--- src/rtl/uart_pkg.sv ---
// Shared UART definitions: parity encodings, scheduler state type and frame length helper.
package uart_pkg;

    localparam logic [1:0] PAR_NONE = 2'b00;
    localparam logic [1:0] PAR_ODD  = 2'b01;
    localparam logic [1:0] PAR_EVEN = 2'b10;

    typedef enum logic [1:0] {
        ST_IDLE = 2'd0,
        ST_SEND = 2'd1,
        ST_GAP  = 2'd2
    } sched_state_t;

    // Start bit + data bits + optional parity + one or two stop bits.
    function automatic logic [3:0] frame_len(input logic dnum, input logic snum,
                                             input logic [1:0] par);
        logic [3:0] len;
        len = dnum ? 4'd10 : 4'd9;
        if (par == PAR_ODD || par == PAR_EVEN) begin
            len = len + 4'd1;
        end
        if (snum) begin
            len = len + 4'd1;
        end
        return len;
    endfunction

endpackage

--- src/rtl/rr_arbiter.sv ---
// Combinational round-robin arbiter: first requester at or after ptr, wrapping.
module rr_arbiter #(
    parameter int NUM_REQ = 4
) (
    input  logic [NUM_REQ-1:0]         req,
    input  logic [$clog2(NUM_REQ)-1:0] ptr,
    output logic [NUM_REQ-1:0]         grant,
    output logic [$clog2(NUM_REQ)-1:0] grant_idx,
    output logic                       valid
);
    localparam int IDX_W = $clog2(NUM_REQ);

    int   cand;
    logic found;

    always_comb begin
        grant_idx = '0;
        found     = 1'b0;
        cand      = 0;
        for (int k = 0; k < NUM_REQ; k++) begin
            cand = int'(ptr) + k;
            if (cand >= NUM_REQ) begin
                cand = cand - NUM_REQ;
            end
            if (!found && req[cand]) begin
                found     = 1'b1;
                grant_idx = IDX_W'(cand);
            end
        end
    end

    assign valid = found;

    generate
        for (genvar gi = 0; gi < NUM_REQ; gi++) begin : g_onehot
            assign grant[gi] = found && (grant_idx == IDX_W'(gi));
        end
    endgenerate

endmodule

--- src/rtl/uart_tx_scheduler.sv ---
// Round-robin scheduler sharing one UART transmitter among NUM_REQ byte sources.
// Define UART_TX_SCHED_PRIO0_EN to give requester 0 absolute priority.
module uart_tx_scheduler
    import uart_pkg::*;
#(
    parameter int NUM_REQ = 4,
    parameter int MIN_GAP = 1
) (
    input  logic                       clk,
    input  logic                       rst,
    input  logic [NUM_REQ-1:0]         req,
    input  logic [8*NUM_REQ-1:0]       req_data,
    input  logic                       cfg_dnum,
    input  logic                       cfg_snum,
    input  logic [1:0]                 cfg_par,
    input  logic [1:0]                 cfg_bd_rate,
    output logic [NUM_REQ-1:0]         ack,
    output logic [7:0]                 tx_data,
    output logic                       tx_start,
    output logic                       tx_dnum,
    output logic                       tx_snum,
    output logic [1:0]                 tx_par,
    output logic [1:0]                 tx_bd_rate,
    output logic                       busy,
    output logic [$clog2(NUM_REQ)-1:0] cur_src,
    output logic                       frame_done
);
    localparam int IDX_W = $clog2(NUM_REQ);
    localparam int GAP_W = (MIN_GAP > 1) ? $clog2(MIN_GAP) : 1;

    sched_state_t       state_q, state_d;
    logic [3:0]         cnt_q, cnt_d;
    logic [GAP_W-1:0]   gap_q, gap_d;
    logic [IDX_W-1:0]   rr_ptr_q, rr_ptr_d;
    logic [IDX_W-1:0]   cur_src_q, cur_src_d;
    logic [NUM_REQ-1:0] ack_q, ack_d;
    logic               frame_done_q, frame_done_d;
    logic [7:0]         tx_data_q, tx_data_d;
    logic               tx_dnum_q, tx_dnum_d;
    logic               tx_snum_q, tx_snum_d;
    logic [1:0]         tx_par_q, tx_par_d;
    logic [1:0]         tx_bd_rate_q, tx_bd_rate_d;

    logic [7:0]         src_byte [NUM_REQ];
    logic [NUM_REQ-1:0] arb_req, arb_grant, grant_onehot;
    logic [IDX_W-1:0]   arb_idx, grant_idx;
    logic               arb_valid, grant_valid, advance_ptr;

    generate
        for (genvar gi = 0; gi < NUM_REQ; gi++) begin : g_src_byte
            assign src_byte[gi] = req_data[8*gi +: 8];
        end
    endgenerate

`ifdef UART_TX_SCHED_PRIO0_EN
    // Requester 0 bypasses the rotation; the others rotate among themselves.
    assign arb_req      = {req[NUM_REQ-1:1], 1'b0};
    assign grant_valid  = req[0] | arb_valid;
    assign grant_idx    = req[0] ? '0 : arb_idx;
    assign grant_onehot = req[0] ? NUM_REQ'(1) : arb_grant;
    assign advance_ptr  = ~req[0];
`else
    assign arb_req      = req;
    assign grant_valid  = arb_valid;
    assign grant_idx    = arb_idx;
    assign grant_onehot = arb_grant;
    assign advance_ptr  = 1'b1;
`endif

    rr_arbiter #(
        .NUM_REQ (NUM_REQ)
    ) u_arb (
        .req       (arb_req),
        .ptr       (rr_ptr_q),
        .grant     (arb_grant),
        .grant_idx (arb_idx),
        .valid     (arb_valid)
    );

    always_comb begin
        state_d      = state_q;
        cnt_d        = cnt_q;
        gap_d        = gap_q;
        rr_ptr_d     = rr_ptr_q;
        cur_src_d    = cur_src_q;
        ack_d        = '0;
        frame_done_d = 1'b0;
        tx_data_d    = tx_data_q;
        tx_dnum_d    = tx_dnum_q;
        tx_snum_d    = tx_snum_q;
        tx_par_d     = tx_par_q;
        tx_bd_rate_d = tx_bd_rate_q;
        case (state_q)
            ST_IDLE: begin
                if (grant_valid) begin
                    ack_d        = grant_onehot;
                    cur_src_d    = grant_idx;
                    tx_data_d    = src_byte[grant_idx];
                    tx_dnum_d    = cfg_dnum;
                    tx_snum_d    = cfg_snum;
                    tx_par_d     = cfg_par;
                    tx_bd_rate_d = cfg_bd_rate;
                    // Frame length comes from the same cfg snapshot the transmitter sees.
                    cnt_d        = frame_len(cfg_dnum, cfg_snum, cfg_par) - 4'd1;
                    if (advance_ptr) begin
                        rr_ptr_d = (grant_idx == IDX_W'(NUM_REQ - 1)) ? '0
                                                                      : grant_idx + 1'b1;
                    end
                    state_d = ST_SEND;
                end
            end
            ST_SEND: begin
                if (cnt_q == 4'd0) begin
                    state_d      = ST_GAP;
                    frame_done_d = 1'b1;
                    gap_d        = GAP_W'(MIN_GAP - 1);
                end else begin
                    cnt_d = cnt_q - 4'd1;
                end
            end
            ST_GAP: begin
                if (gap_q == '0) begin
                    state_d = ST_IDLE;
                end else begin
                    gap_d = gap_q - 1'b1;
                end
            end
            default: state_d = ST_IDLE;
        endcase
    end

    always_ff @(posedge clk) begin
        if (rst) begin
            state_q      <= ST_IDLE;
            cnt_q        <= '0;
            gap_q        <= '0;
            rr_ptr_q     <= '0;
            cur_src_q    <= '0;
            ack_q        <= '0;
            frame_done_q <= 1'b0;
            tx_data_q    <= '0;
            tx_dnum_q    <= 1'b0;
            tx_snum_q    <= 1'b0;
            tx_par_q     <= '0;
            tx_bd_rate_q <= '0;
        end else begin
            state_q      <= state_d;
            cnt_q        <= cnt_d;
            gap_q        <= gap_d;
            rr_ptr_q     <= rr_ptr_d;
            cur_src_q    <= cur_src_d;
            ack_q        <= ack_d;
            frame_done_q <= frame_done_d;
            tx_data_q    <= tx_data_d;
            tx_dnum_q    <= tx_dnum_d;
            tx_snum_q    <= tx_snum_d;
            tx_par_q     <= tx_par_d;
            tx_bd_rate_q <= tx_bd_rate_d;
        end
    end

    assign tx_start   = (state_q == ST_SEND);
    assign busy       = (state_q != ST_IDLE);
    assign ack        = ack_q;
    assign cur_src    = cur_src_q;
    assign frame_done = frame_done_q;
    assign tx_data    = tx_data_q;
    assign tx_dnum    = tx_dnum_q;
    assign tx_snum    = tx_snum_q;
    assign tx_par     = tx_par_q;
    assign tx_bd_rate = tx_bd_rate_q;

endmodule

--- config.mk ---
export PLATFORM = sky130hd
export DESIGN_NAME = uart_tx_scheduler
export DESIGN_NICKNAME = d
export VERILOG_FILES = /design/src/rtl/uart_pkg.sv /design/src/rtl/rr_arbiter.sv /design/src/rtl/uart_tx_scheduler.sv
export SDC_FILE = /design/constraint.sdc
export NUM_CORES = 1
export LEC_CHECK = 0
export CORE_MARGIN = 1.5
export CORE_UTILIZATION = 41
export DETAILED_ROUTE_END_ITERATION = 16
export PLACE_DENSITY = 0.79
export SYNTH_ARGS = -nofsm -noshare
export SYNTH_HDL_FRONTEND = slang
export SYNTH_SLANG_ARGS = --single-unit
--- constraint.sdc ---
create_clock -name clk -period 2.5 [get_ports clk]
set_clock_uncertainty 0.1 [all_clocks]
set_input_delay 0.5 -clock clk [delete_from_list [all_inputs] [get_ports clk]]
set_output_delay 0.5 -clock clk [all_outputs]
set_load 0.005 [all_outputs]
== After elaboration in Yosys (flattened, before gate mapping) ==
Cells that the tools add are included.

* Register bits after elaboration: 30
* Latch bits: 0
* RAM bits: 0
* ROM bits: 0
* Bits of input ports: 44
* Logic and storage cells: 118
* Memories kept: 0

* Add/subtract/negate cells: 13
* Multiply operators: 0
* Divide/modulo/power cells: 0
* Magnitude comparators: 9
* Equality and inequality tests: 11
* Shifts and indexed selects: 0
* Multiplexer cells: 46
* Bitwise gates (word level): 4
* Reduce and logical (&&, ||, !) cells: 23

{| class="wikitable"
|+ Operators by type and width
! cell !! number
|-
| < comparator 32 x 4 -> 1 bit, second input constant || 4
|-
| 2-to-1 mux 32 bit || 4
|-
| greater-or-equal comparator 32 x 4 -> 1 bit, second input constant || 3
|-
| subtractor 32 x 4 -> 32 bit, second input constant || 3
|-
| 2-to-1 mux 4 bit || 8
|-
| 2-to-1 mux 2 bit || 9
|-
| binary-select mux 8 bit (select 2 bit) || 1
|-
| 2-to-1 mux 8 bit || 2
|-
| 2-to-1 mux 1 bit || 15
|-
| adder 4 x 1 -> 4 bit, second input constant || 2
|-
| binary-select mux 1 bit (select 2 bit) || 4
|-
| equality test 2 bit, second input constant || 4
|-
| one-hot mux 4 bit (2 select lines) || 1
|-
| subtractor 4 x 1 -> 4 bit, second input constant || 2
|-
| logical AND 1 bit || 7
|-
| adder 2 x 2 -> 3 bit, second input constant || 2
|-
| equality test 2 x 1 -> 1 bit, second input constant || 3
|-
| one-hot mux 2 bit (3 select lines) || 1
|-
| AND reduction 3 bit || 2
|-
| nonzero test 2 bit || 3
|-
| zero test 2 bit || 2
|-
| zero test 4 bit || 1
|-
| inequality test 2 x 1 -> 1 bit, second input constant || 2
|-
| inequality test 2 bit, second input constant || 2
|-
| 14 further kinds || 19
|}

== Longest topological paths before layout ==
Gate-level depths: netlist (run 1).

* Depth after elaboration: 24
* Gate-level depth with buffers: 10

== Hierarchy ==
Synthesis (run 1) repeated with hierarchy kept, for this count alone.

* Cells, all modules: 173
* Area, all modules: 1,590.3 um2

{| class="wikitable"
|+ By module, submodules not included
! module !! instances !! cells an instance !! area an instance (um2) !! seq. area each (um2)
|-
| uart_tx_scheduler || 1 || 140 || 1,378.8 || 580.6
|-
| rr_arbiter || 1 || 33 || 211.5 || 0.0
|}

== Least setup slack after synthesis (run 1) ==
No wires, ideal clock.

* Path type: input port to flip-flop
* From: in cfg_par[0]
* To: reg cnt_q[2]
* Data arrival time: 1.839 ns
* Setup slack: 0.447 ns
* Cell stages on the path: 9
* Cells stage by stage: xor2_1 inv_1 ha_1 xor2_1 nand2_1 o21ai_1 ha_1 nor2_1 a2111oi_0

* Longest elaborated chain between the ends: 12
* Elaborated cells on any way between the ends: 13
* Classes of those cells: 2 x add/sub; 2 x eq/ne; 8 x mux; 1 x reduce/logical

{| class="wikitable"
|+ Ends and longest elaborated chain
! element !! line !! text
|-
| start: declaration || uart_tx_scheduler.sv:15 || <nowiki>input logic [1:0] cfg_par,</nowiki>
|-
| equality test 2 x 1 -> 1 bit / equality test 2 bit (equally long branches) || uart_pkg.sv:19 || <nowiki>if (par == PAR_ODD || par == PAR_EVEN) begin</nowiki>
|-
| logical OR 1 bit * || uart_pkg.sv:19 ||
|-
| 2-to-1 mux 4 bit * || uart_pkg.sv:19 ||
|-
| 2-to-1 mux 4 bit * || uart_tx_scheduler.sv:95 || <nowiki>if (grant_valid) begin</nowiki>
|-
| 2-to-1 mux 4 bit * || uart_tx_scheduler.sv:93 || <nowiki>case (state_q)</nowiki>
|-
| adder 4 x 1 -> 4 bit || uart_pkg.sv:23 || <nowiki>len = len + 4'd1;</nowiki>
|-
| 2-to-1 mux 4 bit * || uart_pkg.sv:22 || <nowiki>if (snum) begin</nowiki>
|-
| 2-to-1 mux 4 bit * || uart_tx_scheduler.sv:95 ||
|-
| 2-to-1 mux 4 bit * || uart_tx_scheduler.sv:93 ||
|-
| subtractor 4 x 1 -> 4 bit * || uart_tx_scheduler.sv:104 || <nowiki>cnt_d = frame_len(cfg_dnum, cfg_snum, cfg_par) - 4'd1;</nowiki>
|-
| 2-to-1 mux 4 bit * || uart_tx_scheduler.sv:95 ||
|-
| one-hot mux 4 bit (2 select lines) * || uart_tx_scheduler.sv:93 ||
|-
| end signal: assignment || uart_tx_scheduler.sv:148 || <nowiki>cnt_q <= cnt_d;</nowiki>
|-
| end: declaration || uart_tx_scheduler.sv:32 || <nowiki>logic [3:0] cnt_q, cnt_d;</nowiki>
|}

Mark *: on every way between the ends. The rest lies on a longest branch, timed or not. The select of a mux whose other input is x is not followed.
A chain may end at the register's enable or synchronous reset.

== Worst setup path in the final report (run 1) ==
* From: in cfg_par[1]
* To: reg cnt_q[2]

The elaborated chain is that of the path after synthesis.

==> summary.md, run 1 <==
| Metric | Value |
|---|---|
| Status | `completed` |
| Iteration count of the initial detailed-routing pass | `4` |
| Max VDD drop | `0.4075 mV` |
| Clk buf depth | `2` |
| DR iter-0 viols | `25` |
| GRT Residual Overflow | `0` |
| Syn_nets | `208` |
| Die Area | `3999 um^2` |
| P_leak | `0.0009671 uW` |
| Final slew viol count | `0` |
| Number of synthesized register bits | `29` |
| Met2 usage | `0.3870` |
| Die Y | `63.24 um` |
| CTS tree | `yes` |
| Core area | `3416 um^2` |
| Antenna-violating nets left | `0` |
| Crit-path slowest cell | `clkdlybuf4s50_1` |
| CTS sink cnt | `29` |
| Worst-margin pin slew | `0.8980 ns` |
| Max Cap Viol | `0` |
| Final Cycle Share | `0.9444` |
| Vias post-DR | `1473` |
| Nets@finish | `285` |
| Placed Instance Area | `2280 um^2` |
| CP max FO | `2` |
| Grt met1 use | `0.2480` |
| Largest net degree at the start of global routing | `24` |
| Number of global-route vias before repair | `1514` |
| Worst Slack Setup Final | `0.1389 ns` |
| CTS root buffer | `clkbuf_4` |
| Clk slew on worst S/H paths | `0.10 ns` |
| Critical Path AT | `2.48 ns` |
| Pwr per Cell Area | `779.8 nW/um^2` |
| Max_slew headroom | `0.3991` |
| Wirelength, routed | `4.005 mm` |
| Critical Path Start Type | `input port` |
| Seq/Total Area, Yosys | `0.3902` |
| Die X | `63.24 um` |
| Synth cell types | `36` |
| Synth Cell Area | `1488 um^2` |
| CP peak stage delay | `0.49 ns` |
| Tmin final | `2.361 ns` |
| WL per Instance | `14.05 um` |
| Primary FF master, synth | `dfxtp_1` |
| Pre-CTS setup slack | `-0.3362 ns` |
| Final setup fails | `0` |
| Fill count | `275` |
| Commonest non-fill, non-tap cells in the layout | `clkdlybuf4s50_1, dfxtp_1, nand2_1` |
| DP Cell Count | `276` |
| Delay-heaviest family, CP | `buffers and inverters` |
| Commonest non-fill, non-tap cell in the layout | `clkdlybuf4s50_1` |
| RD Place Congestion | `0.7357` |
| Fmax | `0.4235 GHz` |
| Initial Util | `0.4355` |
| Final Non-Filler Cells | `285` |
| Global-route wire length before repair | `6.831 mm` |
| Critical path type | `input port to flop` |
| Unrepaired setup endpoints after global routing | `false` |
| Number of synthesized flops with an enable pin | `0` |
| Hold Path Class | `flop to flop` |
| Layout cells sized above 1 | `0.1506` |
| Area grow syn2layout | `59.04%` |
| Initial antenna violation count | `0` |
| DRC | `0` |
| Final hold vios | `0` |
| # rows | `21` |
| Buf+Inv Stages, Crit Path | `2` |
| Global Route met3 Usage | `0.06071` |
| Most Used Layer, Global Route | `met2` |
| Yosys warning count | `0` |
| Total CTS buffers | `5` |
| Total Routing Usage GR | `0.2172` |
| Top cell by count, worst path | `xor2_1` |
| Post-Layout Inst Area | `2366 um^2` |
| PortBufs | `66` |
| Critical path cell sequence | `clkdlybuf4s50_1 -> xor2_1 -> inv_1 -> ha_1 -> xor2_1 -> nand2_1 -> o21ai_1 -> ha_2 -> nor2_1 -> a2111oi_2` |
| Crit. End Element | `flop` |
| Seq. cell area | `580.6 um^2` |
| Post-DP HPWL | `3.112 mm` |
| Post-CTS Hold Fix Bufs | `0` |
| Top Ports | `67` |
| CP required | `2.62 ns` |
| Htree depth | `2` |
| Syn_area_per_cell | `9.240 um^2` |
| Cells after Synth | `161` |
| Area of the multi-input gates | `844.6 um^2` |
| Async SR Flop Fraction | `0` |
| Worst-Skew Late Latency | `0.33 ns` |
| Total power | `1845 uW` |
| Number of vias per cell | `5.168` |
| Sum Neg Setup Slack | `0 ns` |
| Diodes inserted | `0` |
[worst min-delay path, stage by stage, from the launching register on]
cell	delay [ns]
dfxtp_1	0.32
nand2_1	0.05
a21oi_1	0.05
[report_power, final]
group | internal (uW) | total, uW | switching [uW]
sequential | 568 | 636 | 68.0
combinational | 475 | 881 | 406
clock | 163 | 328 | 165
total | 1210 | 1850 | 640
[stage by stage]
| stage | hold slack [ns] | util |
|---|---|---|
| finish | 0.3575 | 0.6927 |
| global route | 0.3844 | 0.6927 |
| CTS | 0.3593 | 0.6879 |
| detailed placement | 0.3478 | 0.6674 |
| global placement | 0.3414 | 0.6674 |
| floorplan | 0.3527 | - |
[final cells by class]
type                            instances  share of cell area
Timing Repair Buffer                   80              0.3342
Sequential cell                        29              0.2454
Clock inverter                          1            0.002115
Clock buffer                            7             0.02750
Multi-Input combinational cell        116              0.3570
Inverter                                6            0.009519
Tap cell                               46             0.02433
[Yosys cell counts (2+ instances only)]
library cell	n	area share
dfxtp_1	29	0.39
a211oi_1	3	0.015
buf_1	2	0.0050
nor3b_1	2	0.010
a21oi_1	12	0.040
xor2_1	3	0.018
inv_1	6	0.015
clkbuf_1	4	0.010
a21o_1	2	0.010
ha_1	3	0.025
nand2b_1	4	0.017
nor3_1	7	0.024
buf_4	2	0.010
o21ai_1	3	0.010
a221oi_2	8	0.081
o21bai_1	8	0.040
nor2_1	11	0.028
mux2i_1	17	0.11
nand2_1	18	0.045
[metal layers]
metal	routed length [um]	up-vias
li1	-	742
met4	70	0
met2	2112	32
met3	144	8
met5	0	-
met1	1677	691
[final timing paths]
| kind | to | start | slack (ns) | cells after the start |
|---|---|---|---|---|
| setup / recovery | cnt_q[2] | cfg_par[1] | 0.14 | 10 |
| hold / removal | tx_bd_rate[1] | tx_bd_rate[1] | 0.36 | 2 |
| setup reg to reg | tx_data[4] | state_q[0] | 0.63 | 4 |
| hold reg to reg | tx_bd_rate[1] | tx_bd_rate[1] | 0.36 | 2 |
[repair_timing]
action / in CTS / in global routing
setup endpoints to repair: 0 / 1
resized for setup: 0 / 3
setup buffers: 0 / 1
hold endpoints to repair: 0 / 0
[registers in the layout, indices dropped and copies added, names as in the netlist]
| signal | count |
|---|---|
| ack | 4 |
| cur_src | 2 |
| tx_par | 2 |
| frame_done | 1 |
| tx_data | 8 |
| tx_bd_rate | 2 |
| tx_snum | 1 |
| cnt_q | 4 |
| rr_ptr_q | 2 |
| state_q | 2 |
| tx_dnum | 1 |
[cell families after synthesis]
group / after synthesis / share of synthesized area
flip-flops: 29 / 0.3902
XOR/XNOR: 3 / 0.01767
multiplexers: 17 / 0.1144
adder cells (fa/ha/maj): 3 / 0.02523
AO/OA/AOI/OAI: 44 / 0.2405
buffers and inverters: 16 / 0.05129
AND/OR/NAND/NOR: 49 / 0.1606
Power figures use the tool's default switching activity.
==> inputs of run 2 (changes only) <==
- MAX_ROUTING_LAYER: not set -> met4
==> run 2 against run 1 <==
Effect of this change:
- wire length is the same
- sequential share of layout area unchanged
- clock-buffer cell count did not move
- maximum frequency did not move
- largest cell class unchanged
- non-clock buffer count unchanged
- sequential power about the same
- setup slack about the same
- critical path depth stayed put
- global-route usage grew 0.65 points
==> summary.md, run 2 (synthesis gave the netlist of run 1 again) <==
| Metric | Value |
|---|---|
| Status | `completed` |
| R2R Path End | `tx_data[4]` |
| Max_slew headroom | `0.3984 (-0.0007520)` |
| Final Cycle Share | `0.9444 (about the same)` |
| Total Routing Usage GR | `0.2237 (+0.006462)` |
| Pre-CTS setup slack | `-0.3362 ns (unchanged)` |
| Sum Neg Setup Slack | `0 ns (unchanged)` |
| Initial antenna violation count | `0 (unchanged)` |
| Final setup fails | `0 (unchanged)` |
| Hold Path Class | `flop to flop` |
| Worst Slack Setup Final | `0.1389 ns (+0.000002000 ns)` |
| Critical Path AT | `2.48 ns (about the same)` |
| CTS root buffer | `clkbuf_4` |
| WL per Instance | `14.05 um (unchanged)` |
| Max VDD drop | `0.4075 mV (about the same)` |
| Max reg flops | `8 (unchanged)` |
| Antenna-violating nets left | `0 (unchanged)` |
| CP max FO | `2 (unchanged)` |
| DR iter-0 viols | `25 (unchanged)` |
| Number of vias per cell | `5.172 (about the same)` |
| Commonest non-fill, non-tap cell in the layout | `clkdlybuf4s50_1` |
| Diodes inserted | `0 (unchanged)` |
| Unrepaired setup endpoints after global routing | `false` |
| R2R cell count | `4 (unchanged)` |
| Total CTS buffers | `5 (unchanged)` |
| Die X | `63.24 um (unchanged)` |
| Htree depth | `2 (unchanged)` |
| Crit. End Element | `flop` |
| GRT Residual Overflow | `0 (unchanged)` |
| Commonest non-fill, non-tap cells in the layout | `clkdlybuf4s50_1, dfxtp_1, nand2_1` |
| Nets@finish | `285 (unchanged)` |
| Critical path type | `input port to flop` |
| CP required | `2.62 ns (about the same)` |
| Clk slew on worst S/H paths | `0.10 ns (about the same)` |
| Iteration count of the initial detailed-routing pass | `4 (unchanged)` |
| Layout Utilization | `0.6927 (unchanged)` |
| RD Place Congestion | `0.7449 (+1.3%)` |
| Final hold vios | `0 (unchanged)` |
| Setup slack, reg-to-reg | `0.63 ns (about the same)` |
| Post-Layout Inst Area | `2366 um^2 (unchanged)` |
| Worst-Skew Late Latency | `0.33 ns (about the same)` |
| Clk buf depth | `2 (unchanged)` |
| Worst-margin pin slew | `0.8991 ns (+0.001125 ns)` |
| Wirelength, routed | `4.005 mm (unchanged)` |
| Number of global-route vias before repair | `1512 (-0.13%)` |
| Area grow syn2layout | `59.04% (unchanged)` |
| Core area | `3416 um^2 (unchanged)` |
| Pwr per Cell Area | `780.0 nW/um^2 (about the same)` |
| Placed Instance Area | `2280 um^2 (unchanged)` |
| # rows | `21 (unchanged)` |
| WHS Endpoint | `tx_bd_rate[1]` |
| Fmax | `0.4235 GHz (unchanged)` |
| Post-CTS Hold Fix Bufs | `0 (unchanged)` |
| Die Area | `3999 um^2 (unchanged)` |
| CTS sink cnt | `29 (unchanged)` |
| DRC | `0 (unchanged)` |
| Critical Path Start Type | `input port` |
| Largest net degree at the start of global routing | `24 (unchanged)` |
| Reg2reg start | `state_q[0]` |
| Worst min-delay path startpoint | `tx_bd_rate[1]` |
| Tmin final | `2.361 ns (-0.000002000 ns)` |
| CTS tree | `yes` |
| Initial Util | `0.4355 (unchanged)` |
| P_leak | `0.0009671 uW (unchanged)` |
| Total power | `1845 uW (about the same)` |
| Max Cap Viol | `0 (unchanged)` |
| Vias post-DR | `1474 (+0.068%)` |
| Die Y | `63.24 um (unchanged)` |
| Global-route wire length before repair | `6.851 mm (+0.29%)` |
| Worst hold stages | `2 (unchanged)` |
| Layout cells sized above 1 | `0.1506 (unchanged)` |
| Post-DP HPWL | `3.112 mm (unchanged)` |
| PortBufs | `66 (unchanged)` |
| Top Ports | `67 (unchanged)` |
| Final slew viol count | `0 (unchanged)` |
run 2: through the flow:
step / instances / hold slack (ns)
after floorplan: 161 / 0.3527
after global placement: 276 / 0.3414
after detailed placement: 276 / 0.3478
after CTS: 284 / 0.3593
after global routing: 285 / 0.3847
final: 285 / 0.3573
run 2: power by group:
part           internal (uW)  switching (uW)
logic                    475             407
registers                568            68.0
clock network            163             165
run 2: final cells by class:
class	count	area (um^2)
Timing Repair Buffer	80	790.8
Sequential cell	29	580.6
Tap cell	46	57.56
Fill cell	275	1050
Clock inverter	1	5.005
Inverter	6	22.52
Clock buffer	7	65.06
Multi-Input combinational cell	116	844.6
run 2: worst max path at each step:
stage | startpoint | end
2_1_floorplan | cfg_par[0] | cnt_q[2]
3_3_place_gp | cfg_par[1] | cnt_q[2]
3_5_place_dp | cfg_par[1] | cnt_q[2]
4_1_cts | cfg_par[1] | cnt_q[2]
5_1_grt | cfg_par[1] | cnt_q[2]
6_report | cfg_par[1] | cnt_q[2]
run 2: critical path, stage by stage:
cell and delay [ns]:
clkdlybuf4s50_1 0.49, xor2_1 0.19, inv_1 0.07, ha_1 0.28, xor2_1 0.14, nand2_1 0.06, o21ai_1 0.11, ha_2 0.22
nor2_1 0.06, a2111oi_2 0.36
run 2: per-layer routing:
layer,track usage,vias to the layer above,part of all wire
met4,0.07609,0,0.019
met3,0.06071,8,0.038
li1,-,742,-
met2,0.3856,34,0.53
met5,-,-,0
met1,0.2503,690,0.42
run 2: timing repair:
| item | in CTS | in global routing |
|---|---|---|
| gates resized for setup | 0 | 3 |
| setup buffers | 0 | 1 |
| setup endpoints to repair | 0 | 1 |
